--- src/rtl/vfd_disp_tx_if.sv ---
// rtl/vfd_disp_tx_if.sv - tick/value inputs and serial driver lines of vfd_disp_tx
interface vfd_disp_tx_if;
  logic       pluse_us;
  logic [7:0] freq;
  logic       vfd_sclk;
  logic       vfd_sdat;
  logic       vfd_load;
  logic       vfd_blank;
  logic       busy;

  modport master (
    input  pluse_us,
    input  freq,
    output vfd_sclk,
    output vfd_sdat,
    output vfd_load,
    output vfd_blank,
    output busy
  );

  modport slave (
    output pluse_us,
    output freq,
    input  vfd_sclk,
    input  vfd_sdat,
    input  vfd_load,
    input  vfd_blank,
    input  busy
  );
endinterface

--- src/rtl/vfd_disp_tx.sv ---
// rtl/vfd_disp_tx.sv - three-digit multiplexed VFD serial transmitter
// Optional `define VFD_LZB_EN enables leading-zero blanking of hundreds/tens.
module vfd_disp_tx #(
  parameter int SCLK_HALF = 4,
  parameter int SLOT_US   = 1000
) (
  input  logic          clk_sys,
  input  logic          rst,
  vfd_disp_tx_if.master bus
);

  localparam int SW = (SLOT_US > 1) ? $clog2(SLOT_US) : 1;
  localparam int HW = (SCLK_HALF > 1) ? $clog2(SCLK_HALF) : 1;
  localparam logic [SW-1:0] SLOT_LAST = SW'(SLOT_US - 1);
  localparam logic [HW-1:0] HALF_LAST = HW'(SCLK_HALF - 1);

  typedef enum logic [2:0] {
    S_WAIT,
    S_CONV,
    S_SHIFT_LO,
    S_SHIFT_HI,
    S_LOAD
  } state_t;

  state_t        state;
  state_t        state_n;

  logic [SW-1:0] slot_cnt;
  logic          slot_req;
  logic          take_req;

  logic [1:0]    digit;
  logic [3:0]    bcd_h;
  logic [3:0]    bcd_t;
  logic [3:0]    bcd_o;
  logic [19:0]   dd;
  logic [19:0]   dd_adj;
  logic [19:0]   dd_n;
  logic [2:0]    conv_cnt;

  logic [HW-1:0] half_cnt;
  logic          half_done;
  logic [3:0]    bit_idx;
  logic [3:0]    bit_idx_n;

  logic [3:0]    src_h;
  logic [3:0]    src_t;
  logic [3:0]    src_o;
  logic [7:0]    seg;
  logic [15:0]   frame;

  logic          blank_clr;
  logic          sclk_r;
  logic          sdat_r;
  logic          load_r;
  logic          blank_r;
  logic          busy_r;

  function automatic logic [7:0] seg_of(input logic [3:0] d);
    logic [7:0] s;
    case (d)
      4'd0:    s = 8'hFC;
      4'd1:    s = 8'h60;
      4'd2:    s = 8'hDA;
      4'd3:    s = 8'hF2;
      4'd4:    s = 8'h66;
      4'd5:    s = 8'hB6;
      4'd6:    s = 8'hBE;
      4'd7:    s = 8'hE0;
      4'd8:    s = 8'hFE;
      4'd9:    s = 8'hF6;
      default: s = 8'h00;
    endcase
    return s;
  endfunction

  // Requests are a single sticky bit: a wrap while one is pending is lost.
  always_ff @(posedge clk_sys or posedge rst) begin
    if (rst) begin
      slot_cnt <= '0;
      slot_req <= 1'b0;
    end else begin
      if (bus.pluse_us) begin
        slot_cnt <= (slot_cnt == SLOT_LAST) ? '0 : slot_cnt + SW'(1);
      end
      if (bus.pluse_us && (slot_cnt == SLOT_LAST)) begin
        slot_req <= 1'b1;
      end else if (take_req) begin
        slot_req <= 1'b0;
      end
    end
  end

  // One double-dabble step: add 3 to every nibble >= 5, then shift left.
  always_comb begin
    dd_adj = dd;
    if (dd_adj[11:8]  >= 4'd5) dd_adj[11:8]  = dd_adj[11:8]  + 4'd3;
    if (dd_adj[15:12] >= 4'd5) dd_adj[15:12] = dd_adj[15:12] + 4'd3;
    if (dd_adj[19:16] >= 4'd5) dd_adj[19:16] = dd_adj[19:16] + 4'd3;
    dd_n = {dd_adj[18:0], 1'b0};
  end

  // While leaving CONV the held digits are not yet written, so use the final step.
  always_comb begin
    src_h = bcd_h;
    src_t = bcd_t;
    src_o = bcd_o;
    if (state == S_CONV) begin
      src_h = dd_n[19:16];
      src_t = dd_n[15:12];
      src_o = dd_n[11:8];
    end
    case (digit)
      2'd0:    seg = seg_of(src_h);
      2'd1:    seg = seg_of(src_t);
      default: seg = seg_of(src_o);
    endcase
`ifdef VFD_LZB_EN
    if ((digit == 2'd0) && (src_h == 4'd0)) seg = 8'h00;
    if ((digit == 2'd1) && (src_h == 4'd0) && (src_t == 4'd0)) seg = 8'h00;
`endif
    frame = {5'b00000, digit == 2'd2, digit == 2'd1, digit == 2'd0, seg};
  end

  assign half_done = (half_cnt == HALF_LAST);

  always_comb begin
    state_n   = state;
    bit_idx_n = bit_idx;
    take_req  = 1'b0;
    case (state)
      S_WAIT: begin
        if (slot_req) begin
          take_req  = 1'b1;
          bit_idx_n = 4'd15;
          state_n   = (digit == 2'd0) ? S_CONV : S_SHIFT_LO;
        end
      end
      S_CONV: begin
        if (conv_cnt == 3'd7) state_n = S_SHIFT_LO;
      end
      S_SHIFT_LO: begin
        if (half_done) state_n = S_SHIFT_HI;
      end
      S_SHIFT_HI: begin
        if (half_done) begin
          if (bit_idx == 4'd0) begin
            state_n = S_LOAD;
          end else begin
            state_n   = S_SHIFT_LO;
            bit_idx_n = bit_idx - 4'd1;
          end
        end
      end
      S_LOAD: begin
        if (half_done) state_n = S_WAIT;
      end
      default: state_n = S_WAIT;
    endcase
  end

  always_ff @(posedge clk_sys or posedge rst) begin
    if (rst) begin
      state     <= S_WAIT;
      bit_idx   <= 4'd0;
      half_cnt  <= '0;
      digit     <= 2'd0;
      dd        <= 20'd0;
      conv_cnt  <= 3'd0;
      bcd_h     <= 4'd0;
      bcd_t     <= 4'd0;
      bcd_o     <= 4'd0;
      sclk_r    <= 1'b0;
      sdat_r    <= 1'b0;
      load_r    <= 1'b0;
      blank_r   <= 1'b1;
      busy_r    <= 1'b0;
      blank_clr <= 1'b0;
    end else begin
      state    <= state_n;
      bit_idx  <= bit_idx_n;
      half_cnt <= (state_n != state) ? '0 : half_cnt + HW'(1);

      if ((state == S_WAIT) && (state_n == S_CONV)) begin
        dd       <= {12'd0, bus.freq};
        conv_cnt <= 3'd0;
      end else if (state == S_CONV) begin
        dd       <= dd_n;
        conv_cnt <= conv_cnt + 3'd1;
        if (conv_cnt == 3'd7) begin
          bcd_h <= dd_n[19:16];
          bcd_t <= dd_n[15:12];
          bcd_o <= dd_n[11:8];
        end
      end

      if ((state == S_LOAD) && (state_n == S_WAIT)) begin
        digit <= (digit == 2'd2) ? 2'd0 : digit + 2'd1;
      end

      sclk_r <= (state_n == S_SHIFT_HI);
      load_r <= (state_n == S_LOAD);
      busy_r <= (state_n != S_WAIT);
      if ((state_n == S_SHIFT_LO) && (state != S_SHIFT_LO)) begin
        sdat_r <= frame[bit_idx_n];
      end

      // Unblank one cycle after the latch pulse; a new frame starting then keeps it blanked.
      blank_clr <= (state == S_LOAD) && (state_n == S_WAIT);
      if ((state == S_WAIT) && (state_n != S_WAIT)) begin
        blank_r <= 1'b1;
      end else if (blank_clr) begin
        blank_r <= 1'b0;
      end
    end
  end

  assign bus.vfd_sclk  = sclk_r;
  assign bus.vfd_sdat  = sdat_r;
  assign bus.vfd_load  = load_r;
  assign bus.vfd_blank = blank_r;
  assign bus.busy      = busy_r;

endmodule

--- src/flat_wrapper.sv ---
// flat-port wrapper written by rule: the top's interface ports become plain ports
module vfd_disp_tx_flat 
#(
  parameter int SCLK_HALF = 4,
  parameter int SLOT_US   = 1000
)
  (clk_sys, rst, bus_pluse_us, bus_freq, bus_vfd_sclk, bus_vfd_sdat, bus_vfd_load, bus_vfd_blank, bus_busy);
  vfd_disp_tx_if bus_i ();
  input  logic clk_sys;
  input  logic rst;
  input wire logic [$bits(bus_i.pluse_us)-1:0] bus_pluse_us;
  input wire logic [$bits(bus_i.freq)-1:0] bus_freq;
  output wire logic [$bits(bus_i.vfd_sclk)-1:0] bus_vfd_sclk;
  output wire logic [$bits(bus_i.vfd_sdat)-1:0] bus_vfd_sdat;
  output wire logic [$bits(bus_i.vfd_load)-1:0] bus_vfd_load;
  output wire logic [$bits(bus_i.vfd_blank)-1:0] bus_vfd_blank;
  output wire logic [$bits(bus_i.busy)-1:0] bus_busy;
  assign bus_i.pluse_us = bus_pluse_us;
  assign bus_i.freq = bus_freq;
  assign bus_vfd_sclk = bus_i.vfd_sclk;
  assign bus_vfd_sdat = bus_i.vfd_sdat;
  assign bus_vfd_load = bus_i.vfd_load;
  assign bus_vfd_blank = bus_i.vfd_blank;
  assign bus_busy = bus_i.busy;
  vfd_disp_tx #(.SCLK_HALF(SCLK_HALF), .SLOT_US(SLOT_US)) u_core (.clk_sys(clk_sys), .rst(rst), .bus(bus_i));
endmodule
--- config.mk ---
export PLATFORM = sky130hd
export DESIGN_NAME = vfd_disp_tx_flat
export DESIGN_NICKNAME = d
export VERILOG_FILES = /design/src/rtl/vfd_disp_tx_if.sv /design/src/rtl/vfd_disp_tx.sv /design/src/flat_wrapper.sv
export SDC_FILE = /design/constraint.sdc
export NUM_CORES = 1
export LEC_CHECK = 0
export ABC_AREA = 0
export BUFFER_PORTS_ARGS = -buffer_cell sky130_fd_sc_hd__buf_2
export CAP_MARGIN = 20
export CORE_MARGIN = 4
export CORE_UTILIZATION = 50
export CTS_BUF_LIST = sky130_fd_sc_hd__clkbuf_2 sky130_fd_sc_hd__clkbuf_4 sky130_fd_sc_hd__clkbuf_8
export CTS_CLUSTER_SIZE = 28
export DETAILED_ROUTE_END_ITERATION = 6
export HOLD_SLACK_MARGIN = 0.12
export PLACE_DENSITY = 0.67
export SLEW_MARGIN = 20
export SYNTH_ARGS = -nofsm -noshare
export SYNTH_HDL_FRONTEND = slang
export SYNTH_SLANG_ARGS = --single-unit
--- constraint.sdc ---
create_clock -name clk_sys -period 7.1 [get_ports clk_sys]
set_clock_uncertainty 0.05 [all_clocks]
set_input_delay 0.355 -clock clk_sys [delete_from_list [all_inputs] [get_ports clk_sys]]
set_output_delay 0.355 -clock clk_sys [all_outputs]
set_load 0.02 [all_outputs]
==> results of run 1 <==
-- sequential cells by signal (all words and copies together), names as in the netlist --
name                  count
u_core.dd                20
u_core.bcd_h              4
u_core.state              3
u_core.bit_idx            4
u_core.slot_req           1
u_core.bus.busy           1
u_core.bcd_t              4
u_core.blank_clr          1
u_core.half_cnt           2
u_core.bus.vfd_blank      1
u_core.conv_cnt           3
u_core.bus.vfd_sclk       1
u_core.digit              2
u_core.slot_cnt          10
u_core.bus.vfd_sdat       1
u_core.bcd_o              4
u_core.bus.vfd_load       1
-- power by group through the flow --
stage,Sequential [mW],Combinational (mW),Clock (mW)
floorplan,0.465,0.430,0
global placement,0.500,0.494,0
detailed placement,0.504,0.507,0
CTS,0.497,0.510,0.290
global route,0.511,0.585,0.307
finish,0.499,0.516,0.282
-- synth_stat cells (3+ instances only) --
cell type  instances
mux2_2             5
a21oi_1           24
nand4_1            6
nor2_1            48
dfrtp_1           62
nor3_1            16
a22o_1             3
a211oi_1           6
o31ai_1            6
nor3b_1           10
nand3_1           15
inv_1             29
o22ai_1            4
o211ai_1           6
xor2_1             4
and2_1             8
a221oi_1           4
o21ai_0           48
or2_2              3
or4_1              4
a21boi_0           3
clkbuf_1          22
a31oi_1           11
ha_1              28
nor2b_1            6
o21a_1             3
a21o_1             4
or3_1              3
xnor2_1           11
nand2_1           79
nand2b_1           5
nand3b_1           5
a311oi_1           3
and3_1             3
buf_2              8
mux2i_1           10
nor4_1             3
nor4b_1            3
-- per-layer routing --
metal	vias up	share of wire	global-route usage
li1	2000	-	-
met1	1923	0.47	0.300
met4	0	0.014	0.0647
met5	-	0	0
met3	22	0.059	0.0496
met2	126	0.45	0.322
-- worst paths after layout --
kind | start | end | slack [ns]
setup / recovery | u_core.dd[12] | u_core.bus.vfd_sdat | 3.30
hold / removal | bus_freq[0] | u_core.dd[0] | 0.18
setup reg to reg | u_core.dd[12] | u_core.bus.vfd_sdat | 3.30
hold reg to reg | u_core.blank_clr | u_core.bus.vfd_blank | 0.34
max in group asynchronous | rst | u_core.dd[2] | 6.29
min in group asynchronous | rst | u_core.conv_cnt[0] | 0.20
-- stage by stage --
stage	cells	cell area (µm²)	setup WS, ns	hold WS (ns)
after global routing	668	4840	2.80	0.175
after CTS	668	4840	3.34	0.167
after detailed placement	652	4670	3.38	0.334
after floorplan	557	4560	3.43	0.327
after global placement	652	4670	3.52	0.332
final	668	4840	3.30	0.179
-- logic make-up after synthesis --
kind of cell,synth area share
multiplexers,0.0343
AO/OA/AOI/OAI,0.218
AND/OR/NAND/NOR,0.244
XOR/XNOR,0.0288
adder cells (fa/ha/maj),0.0768
flip-flops,0.346
buffers and inverters,0.0516
-- critical path: stages (launching register included) --
cell,delay [ns]
dfrtp_1,0.46
inv_1,0.14
ha_1,0.25
nand2b_1,0.14
a21oi_1,0.28
xnor2_1,0.17
o21ai_0,0.40
ha_1,0.35
and4_1,0.16
a221oi_1,0.19
o21ai_0,0.13
a2111oi_0,0.46
a311oi_1,0.10
nor4_1,0.31
nor3_1,0.09
-- cell type report --
cell class                 instances  area share
tap                              108      0.0279
clock buffer                      11      0.0287
multi-input combinational        434       0.568
sequential                        63       0.326
inverter                          29      0.0225
timing repair buffer              18      0.0201
clock inverter                     5     0.00723
==> metrics, run 1 <==
Post-route DRC=0; via count=4071; initial antenna violation count=0; Setup crit start kind=flop; average vias per placed instance=6.09; Post-CTS Setup Inserts=0; Sw Pwr=about 540 µW; Final Hold Vio Count=0; top cells by area, synth=dfrtp_1 (34%), ha_1 (7.7%), nand2_1 (6.5%), o21ai_0 (5.3%), nor2_1 (4.0%); cell-internal power=756 µW; setup tns final=0 ns; area of the multi-input gates=around 2800 µm²; r2r worst-path depth=14; Post-Syn Nets=596; CP arrival=approximately 4.0 ns; GPL Wtd Cong=0.986; IO Port Bufs=15; WHS Path Cells=3; DRT Pass-1 Iters=5; CP endpoint kind=flop; cells after synthesis=557; vias in the first global route=3733; total gr overflow=0; Seq pwr share=0.385; TritonCTS Buffers=9; most frequent cells in the layout=nand2_1 (79), dfrtp_1 (62), o21ai_0 (48), nor2_1 (48); Setup CP Type=reg -> reg; final setup violation count=0; largest net degree at the start of global routing=64; Initial Utilization=0.518; fin crit share=0.535; Layout area overhead=6.26%; status=finished, final reports clean; NumNets Final=594; Clk pwr share=0.217; Slew @ Worst Pin=about 0.89 ns; RSZ-0062 raised after global routing=false; Core Rows=34; Synth area leader=dfrtp_1; first-pass GRT wire length=~18000 µm; CORE AREA=8810 µm²; Worst-Skew Late Latency=0.34 ns; CTS Buffer Depth=2; Die W=~100 µm; Routed Antenna Nets=0; fmax=263 MHz; Detailed Place HPWL=7510 µm; FF+latch area=1580 µm²; hold crit path type=in -> reg; post_cts resized=0; Top Ports=16; commonest non-fill, non-tap cell in the layout=nand2_1; Tot GR Track Use=0.212; Tmin final=~3.8 ns; ant diodes=0; fin. max-slew vios=0; clock sink count=63; leakage power total=2.12 nW; VDD IR max=0.130 mV; crit-path max FO=8; die height=between 100 and 150 µm; CTS H-Tree Depth=3; number of synthesized flops with an enable pin=0; max_cap viols=0; Fillers=803; Worst EP required=7.27 ns; die area=10700 µm²; Slew HR=0.404; share of layout cells above drive strength 1=0.0893; final core occ=0.550; Cell Pwr Density=between 200 and 300 nW/µm²; Total Wirelength=10700 µm; synth warn=0; FF+latch count, synth=63; Synth async-reset ratio=1.00; Seq/Total Area, Yosys=0.346; post-synthesis instance area=4560 µm²; part of the power in combinational logic=0.398; CTS tree=yes; 1st-iter DRT viols=294; Yosys top cell area share=0.340; Reg clk slew, reported paths=0.08 ns; Root Driver=clkbuf_8; Yosys cell types=64; hold buffer count at cts=0; syn avg cell area=8.19 µm²; wire per inst=16.0 µm; power consumption=1.30 mW; Synth Flop Type=dfrtp_1; sw frac=0.417
Note: power is estimated with default switching activity, not from simulation.
==> run 2, diff against run 1 <==
--- a/config.mk
+++ b/config.mk
@@ -14,7 +14,7 @@
 export CTS_CLUSTER_SIZE = 28
 export DETAILED_ROUTE_END_ITERATION = 6
 export HOLD_SLACK_MARGIN = 0.12
-export PLACE_DENSITY = 0.67
+export PLACE_DENSITY = 0.69
 export SLEW_MARGIN = 20
 export SYNTH_ARGS = -nofsm -noshare
 export SYNTH_HDL_FRONTEND = slang
==> constraint.sdc (replaced) <==
create_clock -name clk_sys -period 3.45 [get_ports clk_sys]
set_clock_uncertainty 0.05 [all_clocks]
set_input_delay 0.1725 -clock clk_sys [delete_from_list [all_inputs] [get_ports clk_sys]]
set_output_delay 0.1725 -clock clk_sys [all_outputs]
set_load 0.02 [all_outputs]
==> metrics, run 2 (synthesis gave the netlist of run 1 again) <==
status=finished, final reports clean; worst slack at placement=0.0686 ns (-3.31 ns); Final Hold Vio Count=0 (unchanged); Reg with most FFs=u_core.dd; hold crit path type=reg -> reg; leakage power total=2.33 nW (+9.8%); DRT Pass-1 Iters=5 (unchanged); fin crit share=0.918 (+0.383); TritonCTS Buffers=9 (unchanged); CP arrival=3.35 ns (-0.62 ns); Detailed Place HPWL=8470 µm (+13%); Initial Utilization=0.518 (unchanged); GPL Wtd Cong=0.995 (+0.94%); CTS Buffer Depth=2 (unchanged); initial antenna violation count=0 (unchanged); CTS H-Tree Depth=3 (unchanged); Die W=103 µm (unchanged); max FFs per register=20 (unchanged); setup tns final=0 ns (unchanged); final setup violation count=0 (unchanged); Cell Pwr Density=559 nW/µm² (+110%); Worst-Skew Late Latency=0.35 ns (about the same); Routed Antenna Nets=0 (unchanged); total gr overflow=0 (unchanged); power consumption=2.93 mW (+130%); ant diodes=0 (unchanged); Slew @ Worst Pin=0.877 ns (-0.0153 ns); Root Driver=clkbuf_8; Post-route DRC=0 (unchanged); VDD IR max=0.240 mV (+85%); Fillers=789 (-1.7%); Layout area overhead=14.9%; CORE AREA=8810 µm² (unchanged); crit-path max FO=6 (-2); CTS tree=yes; largest registers=u_core.dd: 20 flops, u_core.slot_cnt: 10 flops; average vias per placed instance=6.03 (-1.0%); largest net degree at the start of global routing=47 (-27%); max_cap viols=0 (unchanged); vias in the first global route=4073 (+9.1%); die height=103 µm (unchanged); RSZ-0062 raised after global routing=false; slack of the critical path=0.283 ns (-3.02 ns); Setup CP Type=reg -> reg; Core Rows=34 (unchanged); via count=4265 (+4.8%); area of the multi-input gates=2820 µm² (+2.4%); NumNets Final=633 (+6.6%); die area=10700 µm² (unchanged); Worst EP required=3.63 ns (-3.64 ns); Setup crit start kind=flop; share of layout cells above drive strength 1=0.152 (+0.0626); commonest non-fill, non-tap cell in the layout=nand2_1; Slew HR=0.414 (+0.0102); Tmin final=3.17 ns (-0.632 ns); Finished Cell Area=5240 µm² (+8.2%); Reg clk slew, reported paths=0.08 ns (about the same); most frequent cells in the layout=nand2_1 (79), dfrtp_1 (61), nor2_1 (48), o21ai_0 (45), buf_4 (31); Placed Area=4880 µm² (+4.5%); Tot GR Track Use=0.235 (+0.0231); Total Wirelength=11800 µm (+10%); wire per inst=16.7 µm (+4.1%); first-pass GRT wire length=19800 µm (+10%); fmax=316 MHz (+20%); Top Ports=16 (unchanged); FF+latch area=1580 µm² (about the same); CP endpoint kind=flop; 1st-iter DRT viols=235 (-20%); fin. max-slew vios=0 (unchanged); clock sink count=63 (unchanged); IO Port Bufs=15 (unchanged)
-- run 2: stage by stage --
stage	utilization	std cells	hold slack [ns]
floorplan	-	557	0.239
global route	0.595	707	0.379
CTS	0.585	704	0.366
finish	0.595	707	0.359
global placement	0.554	678	0.307
detailed placement	0.554	678	0.319
-- run 2: worst paths after layout --
path	from	endpoint	slack [ns]	cells past startpoint
worst max-delay path	u_core.dd[16]	u_core.bus.vfd_sdat	0.28	14
worst min-delay path	u_core.blank_clr	u_core.bus.vfd_blank	0.36	1
worst max register to register	u_core.dd[16]	u_core.bus.vfd_sdat	0.28	14
worst min register to register	u_core.blank_clr	u_core.bus.vfd_blank	0.36	1
max in group asynchronous	rst	u_core.bus.vfd_blank	1.99	4
min in group asynchronous	rst	u_core.dd[19]	0.46	3
-- run 2: power by group --
part	switching, mW	internal (mW)
clock	0.332	0.261
combinational	0.717	0.582
sequential	0.183	0.853
total	1.23	1.70
-- run 2: cell type report --
class                   instances  area share
clock buffers                   9      0.0236
clock inverters                 7     0.00931
inverters                      29      0.0208
multi-input cells             434       0.537
flip-flops and latches         63       0.301
well taps                     108      0.0258
repair buffers                 57      0.0817
-- run 2: layer usage --
| metal | track usage | wire [µm] | up-vias | share of wire |
|---|---|---|---|---|
| met5 | 0 | 0 | - | 0 |
| met4 | 0.0827 | 222 | 0 | 0.019 |
| met3 | 0.0416 | 506 | 22 | 0.043 |
| met2 | 0.380 | 5570 | 100 | 0.47 |
| met1 | 0.317 | 5480 | 2064 | 0.47 |
| li1 | - | - | 2079 | - |
-- run 2: timing repair --
item,CTS,global route
setup buffers,0,3
resized for setup,0,16
hold endpoints to repair,47,0
hold buffers,10,0
endpoints found under the setup margin,0,1
-- run 2: critical path, stage by stage (launching register included) --
cell and delay (ns):
dfrtp_2 0.46, ha_1 0.23, nand2b_1 0.16, a21oi_2 0.18, xnor2_2 0.10, nor2_1 0.16
a21o_1 0.17, inv_1 0.09, ha_1 0.24, nor3_1 0.19, nor4b_1 0.09, a2111oi_2 0.36
nand4_1 0.15, a311oi_1 0.32, nor3_1 0.08
==> run 3, diff against run 2 <==
--- a/config.mk
+++ b/config.mk
@@ -5,12 +5,11 @@
 export SDC_FILE = /design/constraint.sdc
 export NUM_CORES = 1
 export LEC_CHECK = 0
-export ABC_AREA = 0
+export ABC_AREA = 1
 export BUFFER_PORTS_ARGS = -buffer_cell sky130_fd_sc_hd__buf_2
 export CAP_MARGIN = 20
 export CORE_MARGIN = 4
 export CORE_UTILIZATION = 50
-export CTS_BUF_LIST = sky130_fd_sc_hd__clkbuf_2 sky130_fd_sc_hd__clkbuf_4 sky130_fd_sc_hd__clkbuf_8
 export CTS_CLUSTER_SIZE = 28
 export DETAILED_ROUTE_END_ITERATION = 6
 export HOLD_SLACK_MARGIN = 0.12
==> metrics, run 3 <==
1st-iter DRT viols=183 (-22%); worst reg-to-reg setup slack=0.68 ns (+0.40 ns); Root Driver=clkbuf_8; Synth Flop Type=dfrtp_1; Reg with most FFs=u_core.dd; max FFs per register=20 (unchanged); most frequent cell after synthesis=nand2_1; Synth async-reset ratio=1.00 (unchanged); Post-Syn Nets=577 (-3.2%); DRT Pass-1 Iters=4 (-1); hold buffer count at cts=10 (unchanged); Hold Path Sink=u_core.bus.vfd_blank; CTS H-Tree Depth=3 (unchanged); Finished Cell Area=4490 µm² (-14%); Tmin final=2.77 ns (-0.399 ns); r2r worst-path depth=17 (+3); RSZ-0062 raised after global routing=false; largest net degree at the start of global routing=46 (-2.1%); via count=3441 (-19%); Final Hold Vio Count=0 (unchanged); fin crit share=0.802 (-0.116); sw frac=0.360 (-0.0602); beginning of the worst hold path=u_core.blank_clr; leakage power total=2.41 nW (+3.2%); capture point of the worst reg-to-reg path=u_core.bus.vfd_sdat; CP arrival=2.93 ns (-0.42 ns); Seq/Total Area, Yosys=0.397 (+0.0505); status=finished, final reports clean; synth warn=0 (unchanged); Setup crit start kind=flop; CTS Buffer Depth=2 (unchanged); Reg clk slew, reported paths=0.07 ns (about the same); Yosys top cell area share=0.390 (+0.0497); top post-synthesis cells by count=nand2_1 (129), inv_1 (84), dfrtp_1 (62), nand3_1 (56), nor2_1 (47); CORE AREA=7730 µm² (-12%); Detailed Place HPWL=6300 µm (-26%); top cells by area, synth=dfrtp_1 (39%), nand2_1 (12%), ha_1 (8.8%), inv_1 (7.9%), nand3_1 (7.0%); CP endpoint kind=flop; Fillers=752 (-4.7%); Post-route DRC=0 (unchanged); most frequent cells in the layout=nand2_1 (129), inv_1 (83), dfrtp_1 (62), nand3_1 (56), nor2_1 (47); Yosys cell types=39 (-39%); VDD IR max=0.340 mV (+42%); share of layout cells above drive strength 1=0.0851 (-0.0669); commonest non-fill, non-tap cell in the layout=nand2_1; post-synthesis instance area=3980 µm² (-13%); FF+latch count, synth=63 (unchanged); vias in the first global route=3395 (-17%); die area=9450 µm² (-12%); clock sink count=63 (unchanged); Routed Antenna Nets=0 (unchanged); final setup violation count=0 (unchanged); Synth area leader=dfrtp_1; Sw Pwr=882 µW (-28%); Slew @ Worst Pin=0.920 ns (+0.0425 ns); cells after synthesis=538 (-3.4%); first-pass GRT wire length=15000 µm (-24%); fin. max-slew vios=0 (unchanged); GPL Wtd Cong=0.856 (-14%); Placed Area=4170 µm² (-15%); NumNets Final=610 (-3.6%); hold crit path type=reg -> reg; CTS tree=yes; Core Rows=32 (-5.9%); Post-CTS Setup Inserts=0 (unchanged); cell-internal power=1.57 mW (-7.7%); Initial Utilization=0.515 (-0.00286); WHS Path Cells=1 (unchanged); Tot GR Track Use=0.191 (-0.0445); setup tns final=0 ns (unchanged); average vias per placed instance=5.08 (-16%); crit-path max FO=30 (+24); ant diodes=0 (unchanged); fmax=361 MHz (+14%); Slew HR=0.386 (-0.0277); Worst-Skew Late Latency=0.34 ns (about the same); Total Wirelength=8450 µm (-28%); syn avg cell area=7.40 µm² (-9.7%); Worst EP required=3.62 ns (about the same); Cell Pwr Density=544 nW/µm² (-2.5%); Layout area overhead=13.0%; initial antenna violation count=0 (unchanged); Top Ports=16 (unchanged); Setup CP Type=reg -> reg; total gr overflow=0 (unchanged); number of synthesized flops with an enable pin=0 (unchanged); wire per inst=12.5 µm (-25%); Clk pwr share=0.296 (+0.093); Seq pwr share=0.389 (+0.035); part of the power in combinational logic=0.315 (-0.129); largest registers=u_core.dd: 20 flops, u_core.slot_cnt: 10 flops; Die W=97.2 µm (-6.1%); die height=97.2 µm (-6.1%); max_cap viols=0 (unchanged); post_cts resized=0 (unchanged); worst r2r src=u_core.state[2]; TritonCTS Buffers=9 (unchanged); IO Port Bufs=15 (unchanged)
run 3: per-stage QoR:
stage | total power, mW | setup WS (ns) | instances | hold WS [ns] | utilization
after floorplan | 1.56 | 1.16 | 538 | 0.212 | -
after global placement | 1.71 | 0.795 | 652 | 0.333 | 0.540
after detailed placement | 1.73 | 0.748 | 652 | 0.344 | 0.540
after CTS | 2.46 | 0.676 | 678 | 0.352 | 0.582
after global routing | 2.65 | 0.317 | 678 | 0.380 | 0.582
final | 2.45 | 0.682 | 678 | 0.346 | 0.582
run 3: cell families after synthesis:
| group | Yosys count | share of synthesized area |
|---|---|---|
| AO/OA/AOI/OAI | 77 | 0.111 |
| XOR/XNOR | 6 | 0.0132 |
| adder cells (fa/ha/maj) | 28 | 0.0881 |
| buffers and inverters | 96 | 0.0940 |
| flip-flops | 63 | 0.397 |
| multiplexers | 1 | 0.00252 |
| AND/OR/NAND/NOR | 267 | 0.295 |
run 3: cell type report:
| cell class | instances | area (µm²) | area share |
|---|---|---|---|
| repair buffers | 29 | 205 | 0.0457 |
| inverters | 89 | 334 | 0.0743 |
| well taps | 102 | 128 | 0.0284 |
| multi-input cells | 379 | 2030 | 0.451 |
| clock buffers | 12 | 145 | 0.0323 |
| clock inverters | 4 | 77.6 | 0.0173 |
| flip-flops and latches | 63 | 1580 | 0.351 |
run 3: worst max-delay path by stage:
| stage | start | endpoint | slack, ns |
|---|---|---|---|
| after CTS | u_core.state[2] | u_core.bus.vfd_sdat | 0.68 |
| final | u_core.state[2] | u_core.bus.vfd_sdat | 0.68 |
| after floorplan | u_core.dd[8] | u_core.bus.vfd_sdat | 1.16 |
| after detailed placement | u_core.state[2] | u_core.bus.vfd_sdat | 0.75 |
| after global routing | u_core.state[2] | u_core.bus.vfd_sdat | 0.32 |
| after global placement | u_core.dd[12] | u_core.bus.vfd_sdat | 0.80 |
run 3: metal layers:
layer	vias up	part of all wire	wire, µm	GRT usage
met5	-	0	0	0
met4	0	0.022	185	0.0756
met3	17	0.030	254	0.0302
met2	51	0.47	3950	0.323
met1	1577	0.48	4060	0.243
li1	1796	-	-	-
run 3: power by group through the flow:
| stage | registers, mW | logic, mW | clock network (mW) |
|---|---|---|---|
| after floorplan | 0.945 | 0.615 | 0 |
| after global placement | 0.964 | 0.744 | 0 |
| after detailed placement | 0.967 | 0.760 | 0 |
| after CTS | 0.952 | 0.773 | 0.735 |
| after global routing | 0.975 | 0.910 | 0.770 |
| final | 0.952 | 0.771 | 0.724 |
run 3: worst max-delay path: stages (launching register included):
cell and delay [ns]:
dfrtp_1 0.44, inv_2 0.10, nand3_2 0.10, inv_2 0.39
nand2_1 0.12, o21ai_1 0.28, inv_1 0.13, ha_1 0.29
nand2_1 0.09, nand3_1 0.07, nand3_1 0.07, nand3_1 0.09
nand2_1 0.06, inv_1 0.04, nor2_1 0.11, nand2_1 0.07
nand3_1 0.07, a21oi_1 0.06
